`src/rtl/enc_pkg.sv`:
```
// Shared types and helpers for the mask-to-index encoder.
// Holds the FSM state encoding and the index-width derivation.
package enc_pkg;

    typedef enum logic {
        IDLE = 1'b0,
        EMIT = 1'b1
    } state_t;

    function automatic int idx_w(input int n);
        return (n < 2) ? 1 : $clog2(n);
    endfunction

endpackage

```
`src/rtl/mask_index_encoder_lsb_find.sv`:
```
// Combinational priority search: index of the lowest set bit of a vector,
// plus flags for "any bit set" and "at most one bit set".
module lsb_find
    import enc_pkg::*;
#(
    parameter  int N = 8,
    localparam int W = idx_w(N)
) (
    input  logic [N-1:0] i_vec,
    output logic [W-1:0] o_idx,
    output logic         o_any,
    output logic         o_single
);

    logic [N-1:0] w_clr_low;

    // Scan high to low so the lowest set bit is the final assignment.
    always_comb begin
        o_idx = '0;
        for (int i = N - 1; i >= 0; i--) begin
            if (i_vec[i]) o_idx = W'(i);
        end
    end

    assign w_clr_low = i_vec & (i_vec - N'(1));
    assign o_any     = |i_vec;
    assign o_single  = (w_clr_low == '0);

endmodule

```
`src/rtl/mask_index_encoder.sv`:
```
// Serialises a request mask into one binary index per output beat, lowest
// set bit first; an all-zero mask yields a single beat flagged out_none.
module mask_index_encoder
    import enc_pkg::*;
#(
    parameter  int N = 8,
    localparam int W = idx_w(N)
) (
    input  logic         clk,
    input  logic         rst_n,
    input  logic         in_valid,
    output logic         in_ready,
    input  logic [N-1:0] in_mask,
    output logic         out_valid,
    input  logic         out_ready,
    output logic [W-1:0] out_idx,
    output logic         out_last,
    output logic         out_none
);

    state_t       r_state;
    logic [N-1:0] r_rem;
    logic [W-1:0] w_idx;
    logic         w_any;
    logic         w_single;
    logic         w_emit;

    lsb_find #(.N(N)) u_lsb_find (
        .i_vec    (r_rem),
        .o_idx    (w_idx),
        .o_any    (w_any),
        .o_single (w_single)
    );

    always_ff @(posedge clk) begin
        if (!rst_n) begin
            r_state <= IDLE;
            r_rem   <= '0;
        end else begin
            case (r_state)
                IDLE: begin
                    if (in_valid) begin
                        r_rem   <= in_mask;
                        r_state <= EMIT;
                    end
                end
                EMIT: begin
                    if (out_ready) begin
                        r_rem <= r_rem & (r_rem - N'(1));
                        if (w_single) r_state <= IDLE;
                    end
                end
                default: r_state <= IDLE;
            endcase
        end
    end

    // Outputs come only from rem/state, never from the input side.
    assign w_emit    = (r_state == EMIT);
    assign in_ready  = (r_state == IDLE);
    assign out_valid = w_emit;
    assign out_idx   = w_idx;
    assign out_last  = w_emit && w_single;
    assign out_none  = w_emit && !w_any;

endmodule

```
`config.mk`:
```
export PLATFORM = sky130hd
export DESIGN_NAME = mask_index_encoder
export DESIGN_NICKNAME = d
export VERILOG_FILES = /design/src/rtl/enc_pkg.sv /design/src/rtl/mask_index_encoder_lsb_find.sv /design/src/rtl/mask_index_encoder.sv
export SDC_FILE = /design/constraint.sdc
export NUM_CORES = 1
export LEC_CHECK = 0
export BUFFER_PORTS_ARGS = -buffer_cell sky130_fd_sc_hd__buf_2
export CAP_MARGIN = 15
export CORE_AREA = 2 2 39 41
export DETAILED_ROUTE_END_ITERATION = 7
export DIE_AREA = 0 0 41 43
export GPL_TIMING_DRIVEN = 1
export PLACE_DENSITY = 0.71
export SETUP_SLACK_MARGIN = 0.02
export SLEW_MARGIN = 20
export SYNTH_ARGS = -nofsm -noshare
export SYNTH_HDL_FRONTEND = slang
export SYNTH_SLANG_ARGS = --single-unit
```
`constraint.sdc`:
```
create_clock -name clk -period 4.25 [get_ports clk]
set_input_delay 0.2125 -clock clk [delete_from_list [all_inputs] [get_ports clk]]
set_output_delay 0.2125 -clock clk [all_outputs]
set_load 0.005 [all_outputs]
```
; ---- Word-level counts from Yosys, hierarchy flattened
; Index checks and enable logic that the tools add are counted.
[op_classes]
addsub = 1
eq_ne = 2
muxes = 15
bitwise = 2
reduce_logical = 6
[op_table]
columns = cell, n
row1 = $mux 3, 8
row2 = $mux 8, 2
row3 = $pmux 8 s2, 1
row4 = $and 8x8->8, 1
row5 = $logic_not 8->1, 1
row6 = $reduce_or 8->1, 1
row7 = $sub 8x1->8 const B, 1
row8 = $ne 2x2->1 const B, 2
row9 = $mux 1, 3
row10 = $logic_and 1x1->1, 2
row11 = $pmux 1 s2, 1
row12 = $reduce_and 2->1, 1
row13 = $logic_not 1->1, 1
row14 = $not 1->1, 1
[word_totals]
ff_bits = 9
in_bits = 12
out_inout_bits = 7
elab_cells = 28

; ---- Logic depth before layout (Yosys ltp)
[logic_depth]
depth_word = 8
mapped_depth = 5
mapped_depth_nobuf = 4

; ---- Hierarchy
; Synthesis repeated with hierarchy kept, for this count alone.
[hier_totals]
cells_unflattened = 70
area_unflattened_um2 = 600.6
[by_module_without_submodules]
columns = mod, n_inst, cells_each, area_each_um2, seq_area_each_um2
row1 = mask_index_encoder, 1, 50, 476.7, 180.2
row2 = lsb_find, 1, 20, 123.9, 0.0

; ---- Worst setup path before layout
; OpenSTA, ideal clock, no wires.
[synth_timing]
path_kind = reg-to-output
start = reg r_rem[2]
end = out out_last
t_arrival_ps = 1470
required_ps = 4038
slack_ps = 2567
path_stages_with_launch = 6
n_path_buf = 1
path_cell_list = dfxtp_1 buf_6 or4_4 a2111oi_2 or3_1 and3_1
[synth_between]
elab_chain_len = 4
[synth_rtl]
columns = item, line_no
row1 = "start, declared", mask_index_encoder.sv:22  ; logic [N-1:0] r_rem;
row2 = "start signal, assigned", mask_index_encoder.sv:43  ; r_rem <= in_mask;
row3 = "start signal, assigned", mask_index_encoder.sv:49  ; r_rem <= r_rem & (r_rem - N'(1));
row4 = $sub 8x1->8, mask_index_encoder_lsb_find.sv:25  ; assign w_clr_low = i_vec & (i_vec - N'(1));
row5 = $and 8x8->8 (*), mask_index_encoder_lsb_find.sv:25
row6 = $logic_not 8->1 (*), mask_index_encoder_lsb_find.sv:27  ; assign o_single = (w_clr_low == '0);
row7 = $logic_and 1x1->1 (*), mask_index_encoder.sv:63  ; assign out_last = w_emit && w_single;
row8 = "end, declared", mask_index_encoder.sv:17  ; output logic out_last,
; Every way passes the cells marked *; elsewhere a longest branch is shown, timed or not.

; ---- Final worst setup path
[layout_timing]
start = reg r_rem[0]
end = out out_last
; Same word-level chain as after synthesis.

==> impl_metrics.yaml <==
status:
  status: "finished clean"
synthesis:
  yosysWarnings: 0
  synth.avg_cell_area_um2: 7.15
  yosysUniqueCellTypes: 25
  syn_inst: 80
  ys_ff_latch: 9
  synth_top_area_share_pct: 31.5
  synth.largest_area_cell: "dfxtp_1"
  synthTopCellsByCount: "10 x nand2_1, 9 x dfxtp_1, 7 x nor2_1, 7 x o21ai_0, 6 x a21boi_0"
  async_flop_share_pct: 0
  synth_edf_count: 0
  ys_seq_area_share_pct: 31.5
  yosys-top-cells-area: "dfxtp_1 32%, a21boi_0 7.9%, nand2_1 6.6%, o21ai_0 6.1%, nor2_1 4.6%"
  syn_area_um2: 572
  syn_nets: 92
  synth_most_common_cell: "nand2_1"
  synth_flop_cell: "dfxtp_1"
place:
  globalplace.congestion: 0.814
  io_buffers: 18
  hpwlAfterDp_um: 987
  placed_area_um2: 646
  place_inst: 107
  post-place-ws_ns: 2.43
layout:
  final_nets: 108
  multi_input_area_um2: 337
  drive_above_1_share_pct: 26.3
  area_growth_pct: 17.5
  fin_cells: 111
  fin_area_um2: 672
  n_antenna_cell: 0
  fillCellCount: 149
  seq_area_um2: 180
floorplan:
  die-area_um2: 1760
  die_w_um: 41
  coreArea_um2: 1380
  num_rows: 14
  die_h_um: 43
  ios: 19
  start_util_pct: 41.3
timing:
  tightest_slew_ns: 0.544
  min_period_ns: 2.10
  finalSetupViolations: 0
  fin_ws_ns: 2.15
  clock_skew_ns: 0.000209
  hold_viol: 0
  period_share_pct: 49.3
  rsz0062_at_grt: "no"
  max_slew_margin_pct: 63.6
  slew_violations: 0
  fmax_ghz: 0.477
  fin_setup_tns_ns: 0
clock_tree:
  clock_latency_ns: 0.26
  cts-buffers-inserted: 3
  cts_setup_buffers: 0
  cts_tree: "yes"
  clk_path_buf_depth: 2
  cts_max_level: 1
  cts_hold_buf: 0
  cts_resized: 0
  clock-sinks: 9
  clock-root-buffer: "clkbuf_4"
  clk_pin_slew_ns: 0.06
critical_path:
  crit_arrival_ns: 1.88
  crit_type: "flip-flop to primary output"
  end_kind: "primary output"
  worst_ep_required_time_ns: 4.04
  start_kind: "flip-flop"
  path_max_fanout: 6
power_and_ir_drop:
  p_leak_nw: 0.278
  p_total_mw: 0.225
  ir_drop_mv: 0.123
  p_per_area_nw_per_um2: 335
route:
  ant_nets: 0
  num_vias: 617
  wl_um: 1320
  via_per_inst: 5.56
  drc_errors: 0
  first_pass_iters: 4
  drt_iter0_markers: 8
  wire_per_inst_um: 11.9
grt:
  grt_use_total_pct: 18.7
  grt_max_degree: 11
  grt_overflow: 0
  grt_pass1_vias: 546
  grt_pass1_wl_um: 2250
  antenna_found_initial: 0
hold_path:
  holdCritPathClass: "input pin to flip-flop"
run:
  drv_cap: 0
## per-stage QoR
| step | utilization (%) | hold slack [ns] |
|---|---|---|
| after floorplan | - | 0.343 |
| after global placement | 46.7 | 0.436 |
| after detailed placement | 46.7 | 0.436 |
| after CTS | 48.6 | 0.163 |
| after global routing | 48.6 | 0.193 |
| final | 48.6 | 0.165 |
## cell families (layout without fill, tap and decap cells)
kind of cell           after synthesis  count (layout)  synth area share, %
DFF                                  9               9                 31.5
and+or+nand+nor                     35              35                 30.2
buffers and inverters               12              27                 9.63
AOI/OAI and AO/OA                   24              24                 28.7
## state kept, by name, indices dropped and copies added (netlist names)
name	cells
out_valid	1
r_rem	8
## worst paths after layout
| kind | start | end | slack, ns | cells past startpoint |
|---|---|---|---|---|
| max | r_rem[0] | out_last | 2.15 | 5 |
| min | in_mask[6] | r_rem[6] | 0.16 | 3 |
| max reg2reg | r_rem[0] | out_valid | 2.62 | 4 |
| min reg2reg | r_rem[1] | r_rem[1] | 0.54 | 2 |
## power breakdown
| group | leakage (nW) | internal (mW) | total (mW) | switching (mW) |
|---|---|---|---|---|
| clock network | 0.0150 | 0.0363 | 0.0676 | 0.0313 |
| logic | 0.189 | 0.0288 | 0.0566 | 0.0278 |
| registers | 0.0741 | 0.0902 | 0.101 | 0.0109 |
| total | 0.278 | 0.155 | 0.225 | 0.0700 |
## worst max-delay path: stages, from the launching register on
cell,delay (ns)
dfxtp_1,0.35
or4_4,0.57
a2111oi_2,0.28
or3_1,0.17
and3_1,0.14
buf_2,0.10
## area by class of cell
type / instances / area share (%)
Multi-Input combinational cell: 59 / 50.1
Inverter: 5 / 2.79
Tap cell: 16 / 2.98
Timing Repair Buffer: 18 / 13.4
Sequential cell: 9 / 26.8
Clock buffer: 4 / 3.91
## cell usage in the layout (no fill, tap or decap), types with 2 or more instances in the layout
| cell | synthesis | routed |
|---|---|---|
| nand2_1 | 10 | 10 |
| a21oi_1 | 5 | 5 |
| dfxtp_1 | 9 | 9 |
| nor4_1 | 2 | 2 |
| a21boi_0 | 6 | 6 |
| nor3_1 | 5 | 5 |
| nor2_1 | 7 | 7 |
| inv_1 | 5 | 5 |
| buf_2 | 0 | 18 |
| nand3_1 | 4 | 4 |
| o21ai_0 | 7 | 7 |
| nor2b_1 | 2 | 2 |
| clkbuf_4 | 0 | 3 |
## metal layers
layer  global-route usage [%]  vias to the layer above  share of wire [%]
met5                        0                        -                  0
met4                     10.7                        0                3.0
met3                     5.76                        5                4.2
met2                     28.4                       20                 47
met1                     21.9                      276                 45
li1                         -                      316                  -
Power figures use the tool's default switching activity.
